===== config.mk =====
export PLATFORM = sky130hd
export DESIGN_NAME = udp_rx_parser
export DESIGN_NICKNAME = d
export VERILOG_FILES = /design/src/rtl/udp_rx_parser.sv
export SDC_FILE = /design/constraint.sdc
export NUM_CORES = 1
export LEC_CHECK = 0
export CORE_MARGIN = 2
export CORE_UTILIZATION = 40
export CTS_BUF_LIST = sky130_fd_sc_hd__clkbuf_4
export DETAILED_ROUTE_END_ITERATION = 6
export GPL_ROUTABILITY_DRIVEN = 0
export SYNTH_ARGS = -nofsm -noshare
export SYNTH_HDL_FRONTEND = slang
export SYNTH_SLANG_ARGS = --single-unit

===== constraint.sdc =====
create_clock -name clk -period 10 [get_ports clk]
set_input_delay 2 -clock clk [delete_from_list [all_inputs] [get_ports clk]]
set_output_delay 2 -clock clk [all_outputs]
set_load 0.02 [all_outputs]

===== src/rtl/udp_rx_parser.sv =====
// GMII-style receive parser: preamble/SFD, Ethernet II, IPv4, UDP header checks,
// then streams the UDP payload of datagrams addressed to this node.
module udp_rx_parser #(
  parameter logic [47:0] self_mac    = 48'h0023543C471B,
  parameter logic [31:0] self_ip     = 32'h0A000021,
  parameter logic [15:0] udp_port    = 16'd5000,
  parameter logic [10:0] max_payload = 11'd1472
) (
  input  logic        clk,
  input  logic        rst,
  input  logic [7:0]  i_data,
  input  logic        i_data_vl,
  output logic [7:0]  o_data,
  output logic        o_valid,
  output logic        o_sop,
  output logic        o_eop,
  output logic        o_err,
  output logic [47:0] o_src_mac,
  output logic [31:0] o_src_ip,
  output logic [15:0] o_src_port,
  output logic [15:0] o_pkt_cntr,
  output logic [15:0] o_drop_cntr
);

  typedef enum logic [2:0] {SKIP, IDLE, PREAMBLE, ETH_HDR, IP_HDR, UDP_HDR, PAYLOAD} state_t;

  state_t       state_reg, state_next;
  logic [10:0]  cnt_reg, cnt_next;
  logic [151:0] hist_reg;
  logic [159:0] win;
  logic [15:0]  csum_reg, csum_next;
  logic [16:0]  csum_sum;
  logic [10:0]  len_reg;
  logic [47:0]  mac_cap_reg;
  logic [31:0]  ip_cap_reg;
  logic [15:0]  port_cap_reg;
  logic [15:0]  udp_len;
  logic         eth_ok, ip_fmt_ok, ip_dst_ok, udp_len_ok, last;
  logic         emit, abort, drop, accept, accept_zero, cap_eth, cap_ip, load_len;

  // Window of the last 20 received bytes, newest byte in the low 8 bits.
  assign win = {hist_reg, i_data};

  always_comb begin
    csum_sum   = {1'b0, (cnt_reg == 11'd1) ? 16'h0000 : csum_reg} + {1'b0, hist_reg[7:0], i_data};
    csum_next  = csum_sum[15:0] + {15'd0, csum_sum[16]};
    eth_ok     = ((win[111:64] == self_mac) || (win[111:64] == 48'hFFFFFFFFFFFF)) &&
                 (win[15:0] == 16'h0800);
    ip_fmt_ok  = (win[159:152] == 8'h45) && (win[143:128] >= 16'd28) && !win[109] &&
                 (win[108:96] == 13'd0) && (win[87:80] == 8'd17);
    ip_dst_ok  = (win[31:0] == self_ip);
    udp_len    = win[31:16];
    udp_len_ok = (udp_len >= 16'd8) && (udp_len <= ({5'd0, max_payload} + 16'd8));
    last       = (cnt_reg == len_reg - 11'd1);
  end

  always_ff @(posedge clk) begin
    if (rst) begin
      state_reg <= SKIP;
      cnt_reg   <= '0;
    end else begin
      state_reg <= state_next;
      cnt_reg   <= cnt_next;
    end
  end

  always_comb begin
    state_next  = state_reg;
    cnt_next    = cnt_reg;
    emit        = 1'b0;
    abort       = 1'b0;
    drop        = 1'b0;
    accept      = 1'b0;
    accept_zero = 1'b0;
    cap_eth     = 1'b0;
    cap_ip      = 1'b0;
    load_len    = 1'b0;
    case (state_reg)
      SKIP: if (!i_data_vl) state_next = IDLE;
      IDLE: if (i_data_vl) begin
        if (i_data == 8'h55) begin
          state_next = PREAMBLE;
          cnt_next   = 11'd1;
        end else begin
          state_next = SKIP;
        end
      end
      PREAMBLE: begin
        if (!i_data_vl) state_next = IDLE;
        else if (i_data == 8'hD5) begin
          state_next = ETH_HDR;
          cnt_next   = '0;
        end else if (i_data == 8'h55 && cnt_reg < 11'd7) cnt_next = cnt_reg + 11'd1;
        else state_next = SKIP;
      end
      ETH_HDR, IP_HDR, UDP_HDR: begin
        if (!i_data_vl) begin
          drop       = 1'b1;
          state_next = IDLE;
        end else begin
          cnt_next = cnt_reg + 11'd1;
          if (state_reg == ETH_HDR && cnt_reg == 11'd13) begin
            cnt_next   = '0;
            state_next = eth_ok ? IP_HDR : SKIP;
            cap_eth    = eth_ok;
          end
          // Format errors outrank the silent address mismatch; checksum is judged last.
          if (state_reg == IP_HDR && cnt_reg == 11'd19) begin
            cnt_next   = '0;
            state_next = SKIP;
            if (!ip_fmt_ok) drop = 1'b1;
            else if (ip_dst_ok) begin
              if (csum_next != 16'hFFFF) drop = 1'b1;
              else begin
                state_next = UDP_HDR;
                cap_ip     = 1'b1;
              end
            end
          end
          if (state_reg == UDP_HDR && cnt_reg == 11'd7) begin
            cnt_next   = '0;
            state_next = SKIP;
            if (win[47:32] == udp_port) begin
              if (!udp_len_ok) drop = 1'b1;
              else if (udp_len == 16'd8) begin
                accept      = 1'b1;
                accept_zero = 1'b1;
              end else begin
                state_next = PAYLOAD;
                load_len   = 1'b1;
              end
            end
          end
        end
      end
      PAYLOAD: begin
        if (!i_data_vl) begin
          abort      = 1'b1;
          drop       = 1'b1;
          state_next = IDLE;
        end else begin
          emit = 1'b1;
          if (last) begin
            accept     = 1'b1;
            state_next = SKIP;
          end else begin
            cnt_next = cnt_reg + 11'd1;
          end
        end
      end
      default: state_next = SKIP;
    endcase
  end

  always_ff @(posedge clk) begin
    if (rst) begin
      hist_reg     <= '0;
      csum_reg     <= '0;
      len_reg      <= '0;
      mac_cap_reg  <= '0;
      ip_cap_reg   <= '0;
      port_cap_reg <= '0;
      o_data       <= '0;
      o_valid      <= 1'b0;
      o_sop        <= 1'b0;
      o_eop        <= 1'b0;
      o_err        <= 1'b0;
      o_src_mac    <= '0;
      o_src_ip     <= '0;
      o_src_port   <= '0;
      o_pkt_cntr   <= '0;
      o_drop_cntr  <= '0;
    end else begin
      if (i_data_vl) hist_reg <= win[151:0];
      if (state_reg == IP_HDR && i_data_vl && cnt_reg[0]) csum_reg <= csum_next;
      if (cap_eth) mac_cap_reg <= win[63:16];
      if (cap_ip) ip_cap_reg <= win[63:32];
      if (load_len) begin
        len_reg      <= udp_len[10:0] - 11'd8;
        port_cap_reg <= win[63:48];
      end
      o_data  <= emit ? i_data : 8'h00;
      o_valid <= emit;
      o_sop   <= emit && (cnt_reg == 11'd0);
      o_eop   <= (emit && last) || abort;
      o_err   <= abort;
      if (accept) begin
        o_src_mac  <= mac_cap_reg;
        o_src_ip   <= ip_cap_reg;
        o_src_port <= accept_zero ? win[63:48] : port_cap_reg;
        o_pkt_cntr <= o_pkt_cntr + 16'd1;
      end
      if (drop) o_drop_cntr <= o_drop_cntr + 16'd1;
    end
  end

endmodule


==> results.md <==
- Status: finished, final reports clean
- Total GRT Usage: 0.193
- Average size of a mapped cell: roughly 9 um^2
- Syn Inst Count: 2043
- CP startpoint kind: register
- RSZ-0062 raised after global routing: no
- Num Clock Sinks: 429
- Synth area leader: dfxtp_1
- Sequential fraction of the synthesis area: 0.468
- Most frequent cells in the layout: dfxtp_1, nor2_1, nand2_1, mux2i_1, clkbuf_4
- Worst Hold Class: reg -> reg
- VDD IR-drop max: 0.0944 mV
- Core ar.: 0.0454 mm^2
- # setup viols final: 0
- Final Hold Fails: 0
- Pin count of the biggest net entering global routing: 115
- Max transition margin: 0.151
- Final HPWL from detailed placement: 31.0 mm
- CP Class: reg -> reg
- Register bit count reported by yosys: 429
- Drt wl/cell: around 16 um
- CTS buffer count: approximately 110
- Top delay family on crit path: simple AND/OR/NAND/NOR gates
- Vias per cell: 5.21
- Grt total ovfl: 0
- Crit path buf inv count: 0
- Max Root-Sink Buffers: 3
- Synthesis-to-layout area growth: 17.8%
- Fin nets: 2229
- P_leak: 8.38 nW
- Syn nets: roughly 2100
- Worst hold margin: 445 ps
- Multi-input gate area: 0.00916 mm^2
- Cell Area, Synth: 0.0184 mm^2
- Worst skew pair latency: between 800 and 900 ps
- CTS resizes: 0
- Die area: 0.0476 mm^2
- IO Count: 151
- Initial Utilization: 0.405
- Top FF cell, synth: dfxtp_1
- Root buffer cell: clkbuf_4
- Synth area leaders: dfxtp_1, mux2i_1, nor2_1
- Slowest CP cell: o21a_1
- Critical Path Fanout Max: 29
- Cells after DPL: 2678
- Async S/R FF share, synth: 0
- Fmax: 126 MHz
- Final design utilization: 0.477
- Chip height: 218 um
- Final cell count without fillers: approximately 2900
- Fillers: 4445
- Max Clock Skew: around 51 ps
- Worst Max-Slew Pin Slew: 1270 ps
- EDFF count, synth: 0
- # port buffers: 150
- Initial antenna violation count: 1
- Clock slew at reported path FFs: 70 ps
- Hold-fix buffers, CTS: 0
- Die Width: 218 um
- Critical Path RT: approximately 11000 ps
- Min Tclk post-route: 7920 ps
- Endpoint class of the critical path: register
- Max-Cap Viols: 0
- CP arrival: ~8600 ps
- Share of cells above drive strength 1: 0.102
- Post-CTS setup buffer count: 0
- Slew Viols, Final: 0
- Vias in the first global route: roughly 14000
- Vias: between 10000 and 15000
- Synth top area share: 0.468
- Post-route DRC: 0
- Number of flip-flops in the largest register: approximately 150
- Drt total wl: 46.1 mm
- Synth warn: 0
- Antenna viol nets, final: 0
- Unique masters post-synth: 93
- TritonCTS clock tree: built
- CP max stage delay: 830 ps
- Final period util: 0.792
- H-tree Lvls: 3
- # rows: 78
- Setup TNS: 0 ps
- Drt pass-1 iters: 5
- Sequential cell area: 0.00859 mm^2
- First-pass GRT wire length: ~75 mm
- Pwr dens: 156 mW/mm^2
- Commonest non-fill, non-tap cell in the layout: dfxtp_1
- Drt initial violations: 1046
[kinds of logic after synthesis]
logic type,Yosys count,synth area share
compound gates,289,0.100
fa+ha+maj,27,0.0188
simple gates,822,0.205
mux,258,0.141
xor+xnor,66,0.0323
buf+inv,152,0.0352
flops,429,0.468
[final timing paths]
check | from | end | slack, ps | cells past startpoint
max | cnt_reg[6] | o_drop_cntr[15] | 2080 | 27
max reg2reg | cnt_reg[6] | o_drop_cntr[15] | 2080 | 27
min reg2reg | ip_cap_reg[1] | o_src_ip[1] | 450 | 2
min | ip_cap_reg[1] | o_src_ip[1] | 450 | 2
[cells in the mapped netlist (4+ instances only)]
| library cell | instances |
|---|---|
| nand2_1 | 265 |
| o211a_1 | 7 |
| dfxtp_1 | 429 |
| nor4_1 | 25 |
| a31oi_1 | 5 |
| nand2b_1 | 7 |
| a21o_2 | 5 |
| nand4_1 | 32 |
| nor3_1 | 20 |
| o211ai_1 | 4 |
| nor2b_1 | 6 |
| xor2_1 | 27 |
| nor2_1 | 325 |
| and4_1 | 4 |
| o21ai_0 | 21 |
| o21a_1 | 5 |
| or4_1 | 7 |
| a21o_1 | 5 |
| a21oi_1 | 149 |
| nor3b_1 | 7 |
| a211oi_1 | 32 |
| buf_1 | 17 |
| o21ai_1 | 12 |
| or3_1 | 17 |
| and4b_1 | 5 |
| mux2i_1 | 256 |
| and3_1 | 13 |
| clkbuf_1 | 100 |
| inv_1 | 25 |
| and2_1 | 25 |
| o31ai_1 | 5 |
| nand3_1 | 30 |
| nand4b_1 | 4 |
| ha_1 | 26 |
| nor4b_1 | 7 |
| xnor2_1 | 37 |
[worst min-delay path: stages, from the launching register on]
cell     delay [ps]
dfxtp_1         310
nand2_1          50
a21oi_1          50
[per-stage QoR]
stage               setup slack (ps)  instance area (um^2)  total power, mW
floorplan                       3270                 18400             1.85
global placement                1730                 20200             1.88
detailed placement              1480                 20200             1.88
CTS                             2100                 21600             3.42
global route                    1450                 21600             3.53
finish                          2080                 21600             3.36
[routing by layer]
| metal | up-vias | global-route usage | routed length, um |
|---|---|---|---|
| met3 | 75 | 0.0369 | 2350 |
| met4 | 0 | 0.0757 | 1030 |
| li1 | 7442 | - | - |
| met5 | - | 0 | 0 |
| met2 | 364 | 0.302 | 21000 |
| met1 | 7058 | 0.262 | 21800 |
[final cells by class]
class / instances / area share
multi-input combinational: 1462 / 0.423
clock buffer: 157 / 0.0545
tap: 600 / 0.0347
timing repair buffer: 162 / 0.0740
clock inverter: 33 / 0.0116
antenna: 2 / 0.000231
inverter: 25 / 0.00434
sequential: 429 / 0.397
[power breakdown]
group          internal [mW]  leakage (nW)  total (mW)  switching (mW)
clock network          0.823         0.837        1.52           0.699
logic                 0.0415          4.09       0.120          0.0787
registers               1.71          3.46        1.72         0.00980
No activity file was read; power rests on OpenSTA's default activity.
